File: src/rtl/dev_putc_buffer.sv
// dev_putc_buffer: queues CU putc characters and drains them into the TX pipe
// one push at a time, with an idle cycle between pushes and optional LF -> CR LF.
`timescale 1ns/1ps
module dev_putc_buffer #(
  parameter int unsigned DEPTH   = 16,
  parameter bit          CRLF_EN = 1'b1
) (
  input  logic                     clk,
  input  logic                     rst,
  input  logic                     putc,
  input  logic [7:0]               putc_char,
  output logic                     putc_ready,
  output logic                     overflow,
  output logic [$clog2(DEPTH):0]   level,
  output logic                     tx_push_back,
  output logic [7:0]               tx_data_in,
  input  logic                     tx_full
);

  localparam int unsigned AW = $clog2(DEPTH);
  localparam int unsigned LW = AW + 1;
  localparam int unsigned EW = 9;

  typedef enum logic {IDLE, GAP} state_t;

  logic [EW-1:0] mem [DEPTH];
  logic [AW-1:0] head;
  logic [AW-1:0] tail;
  state_t        state;
  logic          cr_done;

  logic          wr_c;
  logic          empty_c;
  logic          send_c;
  logic          cr_c;
  logic          pop_c;
  logic          head_crlf_c;
  logic [7:0]    head_char_c;

  // Acceptance and drain decisions, all decoded from registered state.
  assign putc_ready  = (level != LW'(DEPTH));
  assign empty_c     = (level == '0);
  assign head_crlf_c = mem[head][8];
  assign head_char_c = mem[head][7:0];
  assign wr_c        = putc && putc_ready;
  assign send_c      = (state == IDLE) && !empty_c && !tx_full;
  assign cr_c        = send_c && head_crlf_c && !cr_done;
  assign pop_c       = send_c && !cr_c;

  // Storage array: entry is {crlf_flag, char}; no reset needed, level gates validity.
  always_ff @(posedge clk) begin
    if (!rst && wr_c) begin
      mem[tail] <= {1'(CRLF_EN && (putc_char == 8'h0A)), putc_char};
    end
  end

  // Pointers, occupancy and sticky overflow.
  always_ff @(posedge clk) begin
    if (rst) begin
      head     <= '0;
      tail     <= '0;
      level    <= '0;
      overflow <= 1'b0;
    end else begin
      if (wr_c) begin
        tail <= tail + AW'(1);
      end
      if (pop_c) begin
        head <= head + AW'(1);
      end
      level <= level + LW'(wr_c) - LW'(pop_c);
      if (putc && !putc_ready) begin
        overflow <= 1'b1;
      end
    end
  end

  // Drain FSM: at most one push every other cycle; CR of a CRLF pair pushed before popping the LF.
  always_ff @(posedge clk) begin
    if (rst) begin
      state        <= IDLE;
      cr_done      <= 1'b0;
      tx_push_back <= 1'b0;
      tx_data_in   <= 8'h00;
    end else begin
      case (state)
        IDLE: begin
          tx_push_back <= 1'b0;
          if (cr_c) begin
            tx_push_back <= 1'b1;
            tx_data_in   <= 8'h0D;
            cr_done      <= 1'b1;
            state        <= GAP;
          end else if (pop_c) begin
            tx_push_back <= 1'b1;
            tx_data_in   <= head_char_c;
            cr_done      <= 1'b0;
            state        <= GAP;
          end
        end
        GAP: begin
          tx_push_back <= 1'b0;
          state        <= IDLE;
        end
      endcase
    end
  end

endmodule
File: config.mk
export PLATFORM = sky130hd
export DESIGN_NAME = dev_putc_buffer
export DESIGN_NICKNAME = d
export VERILOG_FILES = /design/src/rtl/dev_putc_buffer.sv
export SDC_FILE = /design/constraint.sdc
export NUM_CORES = 1
export LEC_CHECK = 0
export CORE_ASPECT_RATIO = 1.4
export CORE_MARGIN = 3
export CORE_UTILIZATION = 40
export CTS_CLUSTER_DIAMETER = 100
export CTS_CLUSTER_SIZE = 40
export DETAILED_ROUTE_END_ITERATION = 10
export PLACE_DENSITY_LB_ADDON = 0.2
export SYNTH_ARGS = -nofsm -noshare
export SYNTH_HDL_FRONTEND = slang
export SYNTH_SLANG_ARGS = --single-unit
File: constraint.sdc
create_clock -name clk -period 8.35 [get_ports clk]
set_input_delay 1.67 -clock clk [delete_from_list [all_inputs] [get_ports clk]]
set_output_delay 1.67 -clock clk [all_outputs]
set_load 0.02 [all_outputs]
==> impl_metrics.py, run 1 <==
metrics = {
    "status": {
        "status": "finished clean",
    },
    "route": {
        "viasPerCell": 5.251,
        "drt-initial-drc-count": 218,
        "route.detailed.drc": 0,
        "wire_per_inst_um": 21.34,
        "first_pass_iters": 4,
        "vias": 3539,
        "wirelength_um": 14380,
        "final_antenna_net_count": 0,
    },
    "cells_and_area": {
        "antenna_cells": 0,
        "area_growth_pct": 16.28,
        "drive_gt1_frac": 0.2104,
        "nFillCells": 1419,
        "final_cells": 674,
        "nNetsFinal": 452,
    },
    "timing": {
        "fin_crit_ns": 4.003,
        "setup_tns_ns": 0,
        "skew_ns": 0.01002,
        "max_freq_ghz": 0.2498,
        "hold_violations": 0,
        "rsz0062_at_grt": "false",
        "worst_pin_slew_ns": 1.178,
        "setup_viol": 0,
        "timing.final.max_slew_violations": 0,
        "min_period_over_period": 0.4794,
        "slew_headroom": 0.2120,
    },
    "clock_tree": {
        "insertion_delay_ns": 0.42,
        "cts.htree.levels": 4,
        "postCtsSetupRepairBufs": 0,
        "cts-root-buf": "clkbuf_16",
        "hold_buffers": 0,
        "cts_sinks": 172,
        "cts_resized": 0,
        "cts_tree": "yes",
        "clk_pin_slew_ns": 0.07,
        "clock_path_buffers": 2,
        "numCtsBuffers": 17,
    },
    "power_and_ir_drop": {
        "clkPwrFrac": 0.339,
        "p_int_w": 0.001595,
        "p_leak_nw": 2.631,
        "p_switching_w": 0.0006198,
        "p_per_area_mw_per_mm2": 274.8,
        "netSwitchingFraction": 0.2799,
        "ir_drop_uv": 140.6,
        "pwr-share-seq": 0.453,
        "pwr-share-comb": 0.208,
    },
    "setup_path": {
        "cp.required_ns": 8.65,
        "end_kind": "flip-flop",
        "worst_path_largest_cell_delay_ns": 0.63,
        "cpMostUsedCell": "nor2_1",
        "worstPathArrival_ns": 4.30,
        "start_kind": "primary input",
        "crit_fanout": 14,
        "path_class": "primary input to flip-flop",
        "crit_slowest_cell": "nor3_1",
        "cp_cell_sequence": "clkdlybuf4s50_1 > nor3_1 > o21a_4 > xnor2_1 > ha_1 > fa_1 > a21oi_1 > nor2_1 > nor2_1 > xnor2_1 > nor2_1",
    },
    "global_routing": {
        "grt_max_degree": 41,
        "antenna_found_initial": 0,
        "grt_pass1_wl_um": 22300,
        "grt_pass1_vias": 3735,
        "overflow": 0,
        "grt_use_total": 0.1636,
    },
    "synthesis": {
        "synth-seq-area-share": 0.7048,
        "ys_types": 47,
        "synth_cells": 385,
        "postSynthAreaPerCell_um2": 18.00,
        "synth_area_mm2": 0.006930,
        "yosysWarnings": 0,
        "syn_nets": 408,
        "ys_ff_latch": 172,
    },
    "floorplanning": {
        "die_h_um": 161.7,
        "io_pins": 28,
        "start_util": 0.4104,
        "die_w_um": 117.2,
        "fp.coreArea_mm2": 0.01689,
        "rows": 56,
        "dieArea_mm2": 0.01896,
    },
    "placed_design": {
        "port_buffers": 27,
        "hpwl_um": 9050,
        "gp_congestion": 0.7617,
        "dp.cells": 642,
    },
    "flow_run": {
        "drv_cap": 0,
    },
    "worst_hold_path": {
        "min_path_type": "flip-flop to flip-flop",
    },
}
sequential cells by signal (all words and copies together) (netlist names), named ones only:
name and flops:
head 4, tail 4, tx_data_in 8, state 1, cr_done 1, mem 144
level 5, overflow 1
worst max-delay path, delay by kind of cell:
family / cells / cell delay [ns]
AO/OA/AOI/OAI: 2 / 0.54
XOR/XNOR: 2 / 0.22
adder cells (fa/ha/maj): 2 / 0.61
buffers and inverters: 1 / 0.43
AND/OR/NAND/NOR: 4 / 0.84
cell type report:
cell class                 count  area, um2  area share
sequential                   172       4887      0.6064
tap                          232      290.3     0.03602
timing repair buffer          42      382.9     0.04751
inverter                       9      33.78    0.004192
multi-input combinational    187       1892      0.2347
clock buffer                  17      425.4     0.05279
clock inverter                15      147.6     0.01832
placed cells by master (no fill, tap or decap), types with 5 or more instances in the layout:
cell type	n
mux4_1	7
nand2_1	12
buf_4	15
clkdlybuf4s50_1	27
clkbuf_16	17
ha_1	10
mux4_2	28
inv_1	6
nor2b_1	8
xnor2_1	5
o22ai_1	5
a21oi_1	5
edfxtp_1	144
a22o_1	5
nor2_1	43
inv_8	5
mux2_2	10
nor3_1	6
a2111oi_0	5
dfxtp_1	26
mux2i_1	5
power groups by stage:
stage          combinational [W]  clock (W)  sequential, W
3_5_place_dp            0.000464          0        0.00102
4_1_cts                 0.000468   0.000767        0.00100
2_1_floorplan           0.000325          0        0.00104
3_3_place_gp            0.000462          0        0.00102
5_1_grt                 0.000505   0.000808        0.00101
6_report                0.000460   0.000751        0.00100
cell families after synthesis:
group / count (synthesis) / share of synthesized area
xor+xnor: 8 / 0.01011
simple gates: 85 / 0.06030
buf+inv: 26 / 0.02221
mux: 51 / 0.1426
flops: 172 / 0.7048
fa+ha+maj: 11 / 0.02094
compound gates: 32 / 0.03899
path summary, 6_finish.rpt:
path / endpoint / depth (start not counted) / slack, ns / startpoint
worst min register to register: overflow / 2 / 0.47 / overflow
worst max register to register: level[4] / 13 / 4.73 / flip-flop
worst min-delay path: overflow / 2 / 0.47 / overflow
worst max-delay path: level[4] / 11 / 4.35 / tx_full
metrics by stage:
step	total power (W)	util	instance area, um2	hold slack [ns]	worst slack, ns
after floorplan	0.001369	-	6930	0.4498	4.581
after global placement	0.001484	0.4433	7486	0.4589	3.962
final	0.002215	0.4773	8059	0.4735	4.347
after CTS	0.002240	0.4773	8059	0.4800	4.325
after detailed placement	0.001487	0.4433	7486	0.4606	3.883
after global routing	0.002322	0.4773	8059	0.5032	4.128
synth_stat cells (all sizes together):
cell type / n / share of area
nor3b: 2 / 0.0022
buf: 12 / 0.015
a211oi: 3 / 0.0054
a22o: 5 / 0.0063
nor3: 6 / 0.0043
nor4bb: 1 / 0.0014
nand4bb: 1 / 0.0016
mux2: 11 / 0.018
inv: 6 / 0.0032
nand2b: 3 / 0.0027
nor2: 43 / 0.023
nand4: 1 / 0.00090
ha: 10 / 0.018
a21o: 2 / 0.0022
a21oi: 5 / 0.0036
a222oi: 1 / 0.0014
nor4: 1 / 0.0031
xnor2: 5 / 0.0063
edfxtp: 144 / 0.62
a32o: 1 / 0.0014
nand2: 12 / 0.0065
xor2: 3 / 0.0038
nor2b: 8 / 0.0072
a2111o: 1 / 0.0016
o22ai: 5 / 0.0045
or2b: 1 / 0.0013
o211a: 2 / 0.0029
and3: 1 / 0.00090
a2111oi: 5 / 0.0063
and2: 1 / 0.00090
clkbuf: 5 / 0.0027
or4: 1 / 0.0011
dfxtp: 28 / 0.081
nand3b: 1 / 0.0011
fa: 1 / 0.0029
mux4: 35 / 0.12
clkinv: 3 / 0.0016
mux2i: 5 / 0.0072
or3: 2 / 0.0018
o21a: 2 / 0.0032
routing by layer:
layer	vias to the layer above	share of wire	track usage
met4	0	0.015	0.05164
met5	-	0	0
met1	1836	0.41	0.2135
met3	14	0.043	0.02944
li1	1611	-	-
met2	78	0.53	0.2757
Power figures use the tool's default switching activity.
==> inputs of run 2 (changes only) <==
- clock period: 8.35 -> 3.84 ns (I/O delays scaled with it)
==> run 2 against run 1 <==
Sequential share of layout area is 1.1 points lower; hold slack better by 0.0068 ns; non-clock buffer count is 16 higher; power is 120% higher; clock skew is 0.0042 ns lower; sequential power is 120% higher; sequential cell count stayed put; die area stayed put; utilization is 0.89 points higher; critical path depth is 1 higher; via count is 0.73% lower.
==> impl_metrics.py, run 2 (same netlist as run 1, synthesis figures left out) <==
metrics = {
    "setup_path": {
        "cp.required_ns": 4.14,
        "cp.depth": 12,
        "path_class": "flip-flop to flip-flop",
        "worst_path_largest_cell_delay_ns": 0.56,
        "cpMostUsedCell": "nor2_1",
        "r2r_cells": 12,
        "crit_fanout": 14,
        "end_kind": "flip-flop",
        "start_kind": "flip-flop",
        "crit_slowest_cell": "dfxtp_1",
        "critPathBufInv": 0,
        "worstPathArrival_ns": 3.46,
        "crit_family": "compound AO/OA/AOI/OAI gates",
        "cp_cell_sequence": "mux2_2 > a32o_1 > nor4_4 > o21a_4 > xnor2_1 > ha_1 > fa_1 > a21oi_1 > nor2_1 > nor2_1 > xnor2_1 > nor2_1",
    },
    "route": {
        "route.detailed.drc": 0,
        "wirelength_um": 13780,
        "viasPerCell": 5.099,
        "wire_per_inst_um": 20.00,
        "first_pass_iters": 5,
        "drt-initial-drc-count": 260,
        "final_antenna_net_count": 0,
        "vias": 3513,
    },
    "placed_design": {
        "port_buffers": 27,
        "hpwl_um": 9496,
        "gp_congestion": 0.8778,
    },
    "clock_tree": {
        "cts_sinks": 172,
        "cts_tree": "yes",
        "cts_resized": 0,
        "postCtsSetupRepairBufs": 0,
        "clk_pin_slew_ns": 0.06,
        "insertion_delay_ns": 0.42,
        "clock_path_buffers": 2,
        "numCtsBuffers": 17,
        "cts-root-buf": "clkbuf_16",
        "hold_buffers": 0,
        "cts.htree.levels": 4,
    },
    "power_and_ir_drop": {
        "p_leak_nw": 2.721,
        "p_per_area_mw_per_mm2": 604.4,
        "total_power_w": 0.004962,
        "ir_drop_uv": 301.4,
    },
    "global_routing": {
        "use_met1": 0.1964,
        "grt_max_degree": 25,
        "gr-usage-met3": 0.04137,
        "overflow": 0,
        "grt_pass1_vias": 3743,
        "grt_use_total": 0.1565,
        "antenna_found_initial": 0,
        "busiest_layer": "met2",
        "use_met2": 0.2608,
        "grt_pass1_wl_um": 21500,
    },
    "floorplanning": {
        "start_util": 0.4104,
        "die_h_um": 161.7,
        "io_pins": 28,
        "die_w_um": 117.2,
        "dieArea_mm2": 0.01896,
        "rows": 56,
        "fp.coreArea_mm2": 0.01689,
    },
    "timing": {
        "timing.final.max_slew_violations": 0,
        "fin_crit_ns": 3.160,
        "max_freq_ghz": 0.3165,
        "skew_ns": 0.005861,
        "worst_pin_slew_ns": 0.7469,
        "setup_viol": 0,
        "slew_headroom": 0.4892,
        "setup_tns_ns": 0,
        "hold_violations": 0,
        "min_period_over_period": 0.8229,
        "rsz0062_at_grt": "false",
    },
    "flow_run": {
        "drv_cap": 0,
    },
    "cells_and_area": {
        "antenna_cells": 0,
        "layout_common_cells": "edfxtp_1 (144), nor2_1 (43), buf_4 (31)",
        "drive_gt1_frac": 0.2254,
        "largest_reg_flops": 144,
        "top_register": "mem",
        "multiInputGateArea_mm2": 0.001892,
        "register_area_mm2": 0.004886,
        "nFillCells": 1428,
        "mostFrequentLayoutCell": "edfxtp_1",
        "area_growth_pct": 18.45,
        "top_regs": "mem: 144 flops, tx_data_in: 8 flops, level: 5 flops",
        "nNetsFinal": 468,
    },
    "status": {
        "status": "finished clean",
    },
    "worst_hold_path": {
        "holdPathStages": 2,
        "min_path_type": "flip-flop to flip-flop",
    },
}
==> run 2: path summary, 6_finish.rpt <==
kind	end	slack [ns]	start
max reg2reg	level[4]	0.68	flip-flop
max	level[4]	0.68	flip-flop
min reg2reg	overflow	0.48	overflow
min	overflow	0.48	overflow
==> run 2: metal layers <==
metal  vias to the layer above  part of all wire
met4                         0             0.013
li1                       1632                 -
met2                        73              0.52
met3                        13             0.044
met1                      1795              0.42
met5                         -                 0
==> run 2: area by class of cell <==
class / instances / share of cell area
flip-flops and latches: 172 / 0.5952
multi-input cells: 187 / 0.2305
repair buffers: 58 / 0.06127
clock buffers: 18 / 0.05228
well taps: 232 / 0.03536
clock inverters: 13 / 0.02134
inverters: 9 / 0.004115
==> run 2: stage by stage <==
stage / instances / util / instance area (um2) / hold slack, ns / worst slack, ns
after floorplan: 385 / - / 6930 / 0.4498 / 0.7675
after global placement: 658 / 0.4504 / 7605 / 0.4622 / 0.6629
after detailed placement: 658 / 0.4504 / 7605 / 0.4687 / 0.6565
after CTS: 689 / 0.4861 / 8209 / 0.4786 / 0.6574
after global routing: 689 / 0.4861 / 8209 / 0.5083 / 0.3974
final: 689 / 0.4861 / 8209 / 0.4802 / 0.6802
==> run 2: worst min-delay path: stages (launching register included) <==
cell	delay, ns
dfxtp_1	0.33
a21oi_1	0.04
nor2_1	0.07
==> run 2: report_power, final <==
part           switching, W  leakage, nW  total (W)  internal [W]
Combinational      0.000514        0.905    0.00103      0.000512
Sequential        0.0000728         1.53    0.00219       0.00212
Clock              0.000670        0.281    0.00175       0.00108
==> edit 1 (config.mk and constraints of run 2) <==
The parameter `DEPTH` goes from 16 to 8.
--- a/src/rtl/dev_putc_buffer.sv
+++ b/src/rtl/dev_putc_buffer.sv
@@ -3,5 +3,5 @@
 `timescale 1ns/1ps
 module dev_putc_buffer #(
-  parameter int unsigned DEPTH   = 16,
+  parameter int unsigned DEPTH   = 8,
   parameter bit          CRLF_EN = 1'b1
 ) (
Interface: changed (resized level); port bits go from 28 to 27. The function was not compared with the original's and may differ.
==> edit 1 against run 2 <==
  * Sequential cell count decreased by 76
  * Routed wire length decreased by 44%
  * Die area decreased by 41%
  * Power decreased by 38%
  * Largest cell class unchanged
  * Register-to-register slack improved by 0.48 ns
  * Sequential share of layout area decreased by 3.6 points
  * Cell area decreased by 42%
  * Setup slack improved by 0.42 ns
  * Synthesized area decreased by 43%
  * Sequential power decreased by 39%
  * Critical path depth decreased by 8
==> edit 1: results (changes against run 2) <==
* Vias in the first global route at 2252 (-40%)
* Vias at 2225 (-37%)
* Routed length per instance at 18.3 um (-8.6%)
* Largest regs: mem (72), tx_data_in (8), level (4)
* Met2 Track Usage GR at 0.258 (-0.00275)
* Dpl hpwl at 5120 um (-46%)
* Drt first pass iters at 4 (-1)
* Max Fanout on Critical Path at 4 (-10)
* Register area share after synthesis at 0.665 (-0.0398)
* Worst EP arrival at 1.97 ns (-1.49 ns)
* Post-cts sizing count at 0 (unchanged)
* Commonest cells post-synth: edfxtp_1, dfxtp_1, nand2_1, nor2_1, mux4_2
* Hold Crit Start: overflow
* Largest net degree at the start of global routing at 20 (-20%)
* Multiplexer share of the synthesized area at 0.126 (-0.0167)
* Initial detailed-routing violation count at 141 (-46%)
* Final RePlAce weighted congestion at 0.800 (-8.8%)
* Insertion delay to the later sink of the worst-skew pair at 0.34 ns (-0.08 ns)
* Slowest CP cell: clkdlybuf4s50_1
* VDD IR-drop max at 209 uV (-31%)
* Adder-cell share of the synthesized area at 0.0271 (+0.00614)
* Final #Nets at 308 (-34%)
* Placed cell count at 409 (-38%)
* Synth area leaders: edfxtp_1, dfxtp_1, mux4_2
* Share of layout cells above drive strength 1 at 0.184 (-0.0411)
* CTS H-tree lvls at 3 (-1)
* Synthesized instance count at 251 (-35%)
* Clock skew at 0.00553 ns (-0.000331 ns)
* EDFF count, synth at 72 (-50%)
* GR Util All Layers at 0.150 (-0.00664)
* M3 GR Usage at 0.0332 (-0.00814)
* Met1 Use GR at 0.178 (-0.0188)
* Max-slew headroom at 0.421 (-0.0682)
* Status: finished, final reports clean
* Pre-CTS WS at 0.892 ns (+0.236 ns)
* Leakage at 1.52 nW (-44%)
* Compound-Gate Fraction of Synth Area at 0.0680 (+0.0290)
* Port Buf Inserts at 26 (-3.7%)
* First-pass GRT wire length at 12300 um (-43%)
* TritonCTS Buffers at 9 (-8)
* Post-Synth XOR/XNOR Area at 0.00882 (-0.00129)
* Aggregate routed wire length at 7770 um (-44%)
* Critical path startpoint: level[2]
* Fillers at 826 (-42%)
* Yosys Warn Count at 0 (unchanged)
* Syn_nets at 271 (-34%)
==> edit 1: cell types whose count changed in the layout (fill, tap and decap cells not counted), sizes merged, moves of 6 or more <==
cell / before / now
clkbuf: 18 / 10
nor2: 43 / 18
nand2: 12 / 19
edfxtp: 144 / 72
mux4: 35 / 16
clkinv: 8 / 2
mux2i: 5 / 14
buf: 31 / 11
mux2: 11 / 0
==> edit 1: area by class of cell <==
class | instances | area (um2) | share of cell area
sequential | 96 | 2640 | 0.559
tap | 132 | 165 | 0.0350
clock inverter | 6 | 67.6 | 0.0143
clock buffer | 10 | 229 | 0.0485
multi-input combinational | 137 | 1250 | 0.265
inverter | 7 | 26.3 | 0.00556
timing repair buffer | 37 | 343 | 0.0726
==> edit 1: per-stage QoR <==
stage,util,cell area (um2)
6_report,0.494,4720
5_1_grt,0.494,4720
4_1_cts,0.494,4720
3_5_place_dp,0.463,4430
3_3_place_gp,0.463,4430
2_1_floorplan,-,3970
==> edit 1: worst paths after layout <==
kind	slack, ns	endpoint	cells after the start
min	0.47	overflow	2
min reg2reg	0.47	overflow	2
max reg2reg	1.16	level[1]	9
max	1.10	putc_ready	4
==> edit 1: cell families after synthesis <==
group | after synthesis
compound gates | 31
xor+xnor | 4
fa+ha+maj | 8
buf+inv | 18
flops | 96
mux | 30
simple gates | 64
==> edit 1: power groups by stage <==
stage	logic, W	registers (W)	clock network [W]
floorplan	0.000517	0.00134	0
CTS	0.000861	0.00133	0.000912
detailed placement	0.000854	0.00135	0
global route	0.000921	0.00135	0.000956
finish	0.000847	0.00133	0.000885
global placement	0.000846	0.00135	0
==> edit 1: per-layer routing <==
metal,wire [um],vias to the layer above
met5,0,-
met4,172,0
met2,4010,40
met1,3320,1105
met3,268,11
li1,-,1069
==> edit 1: worst max-delay path, delay by kind of cell (launching register included) <==
kind | cells | cell delay, ns
adders and majority gates | 1 | 0.17
buffers and inverters | 2 | 0.65
DFF | 1 | 0.31
and+or+nand+nor | 1 | 0.50
==> edit 2 (config.mk and constraints of run 2) <==
Without the edit above. Reset style: asynchronous (`rst`), changed in 2 clocked blocks.
--- a/src/rtl/dev_putc_buffer.sv
+++ b/src/rtl/dev_putc_buffer.sv
@@ -56,5 +56,5 @@
 
   // Pointers, occupancy and sticky overflow.
-  always_ff @(posedge clk) begin
+  always_ff @(posedge clk or posedge rst) begin
     if (rst) begin
       head     <= '0;
@@ -77,5 +77,5 @@
 
   // Drain FSM: at most one push every other cycle; CR of a CRLF pair pushed before popping the LF.
-  always_ff @(posedge clk) begin
+  always_ff @(posedge clk or posedge rst) begin
     if (rst) begin
       state        <= IDLE;
Check against the original RTL: differs if rst is asserted again (counterexample within 4 cycles, from zero or initial values and one cycle with rst high); with rst held inactive, the same outputs for 10 cycles.
==> edit 2 against run 2 <==
  * Synthesized area shrank 2.3%
  * Routed wire length grew 3.0%
  * Power grew 18%
  * Global-route usage is 0.62 points higher
  * Cell area is 1.9% lower
  * Setup slack better by 0.17 ns
  * Via count down 2.8%
  * Sequential cell count decreased by 4
  * Critical endpoint is now level[4]
  * Largest cell class unchanged
  * Largest power group unchanged
==> edit 2: results (changes against run 2) <==
* Final RePlAce weighted congestion at 0.751 (-14%)
* Synth area leaders: edfxtp_1, mux4_2, dfrtp_1
* Syn_nets at 373 (-8.6%)
* Status: finished, final reports clean
* Dpl hpwl at 9540 um (+0.49%)
* CTS H-tree lvls at 4 (unchanged)
* VDD IR-drop max at 314 uV (+4.3%)
* Share of layout cells above drive strength 1 at 0.270 (+0.0441)
* Final #Nets at 434 (-7.3%)
* First-pass GRT wire length at 21400 um (-0.32%)
* Routed met3 length at 616 um (+1.3%)
* Slew @ Worst Pin at 0.837 ns (+0.0904 ns)
* #MultiIn Comb at 151 (-19%)
* Initial detailed-routing violation count at 295 (+13%)
* Die W at 116 um (-1.1%)
* Multi-input logic area at 1710 um2 (-9.7%)
* Cell variety after synth at 45 (-4.3%)
* Metal-1 WL at 5830 um (+0.21%)
* WL met2 at 7560 um (+5.5%)
* Register area at 4930 um2 (+0.82%)
* GR Util All Layers at 0.163 (+0.00617)
* Worst EP arrival at 3.34 ns (-0.12 ns)
* Synthesized instance count at 349 (-9.4%)
* Top delay family on crit path: adder cells
* Vias per cell at 5.49 (+7.6%)
* Met2 Track Usage GR at 0.274 (+0.0129)
* Fin worst setup slack at 0.852 ns (+0.172 ns)
* Commonest cells post-synth: edfxtp_1, mux4_2, dfrtp_1, nor2_1, a22oi_1
* Slowest CP cell: dfrtp_1
* Largest net degree at the start of global routing at 20 (-20%)
* Buffers outside the clock class at 61 (+5.2%)
* Register area share after synthesis at 0.727 (+0.0225)
* Vias at 3413 (-2.8%)
* CTS Hold Bufs at 0 (unchanged)
* Internal reg-to-reg setup slack at 0.85 ns (+0.17 ns)
* Placed cell area at 7450 um2 (-2.0%)
* Max Fanout on Critical Path at 16 (+2)
* Placed cell count at 590 (-10%)
* Non-clk invs at 11 (+2)
* Non-clk buf share at 0.0653 (+0.00401)
* M3 GR Usage at 0.0341 (-0.00725)
* Seq area share at 0.612 (+0.0167)
* Worst path max stage delay at 0.66 ns (+0.10 ns)
* Aggregate routed wire length at 14200 um (+3.0%)
* Drt first pass iters at 4 (-1)
* Asr flop ratio synth at 0.143 (+0.143)
* #FFs+latches synth at 168 (-2.3%)
* Fillers at 1356 (-5.0%)
* Final-layout clock buffer total at 18 (unchanged)
* Leakage at 2.79 nW (+2.4%)
* Met1 Use GR at 0.210 (+0.0136)
* Clock skew at 0.0187 ns (+0.0129 ns)
* Clk cell area share at 0.0746 (+0.000987)
* CP endpoint: level[4]
* Vias in the first global route at 3550 (-5.2%)
## edit 2: cell families (layout without fill, tap and decap cells)
group                      Yosys count  count (layout)  share of synthesized area
DFF                                168             168                      0.727
and+or+nand+nor                     50              50                     0.0377
muxes                               42              42                      0.131
AOI/OAI and AO/OA                   38              38                     0.0484
buffers and inverters               30             104                     0.0205
adders and majority gates           12              12                     0.0233
xor gates and xnor gates             9               9                     0.0116
## edit 2: how the worst min path moves through the flow
stage	startpoint	end	slack [ns]	cells past startpoint
after floorplan	cr_done	cr_done	0.57	1
after global placement	tx_data_in[4]	tx_data_in[4]	0.46	2
after detailed placement	tx_data_in[4]	tx_data_in[4]	0.46	2
after CTS	tx_data_in[4]	tx_data_in[4]	0.48	2
after global routing	tx_data_in[6]	tx_data_in[6]	0.51	1
final	tx_data_in[4]	tx_data_in[4]	0.47	2
## edit 2: where the power goes
part,internal (W),leakage (nW),switching (W)
registers,0.00218,1.59,0.000188
clock network,0.00103,0.294,0.000703
logic,0.000854,0.902,0.000921
total,0.00407,2.79,0.00181
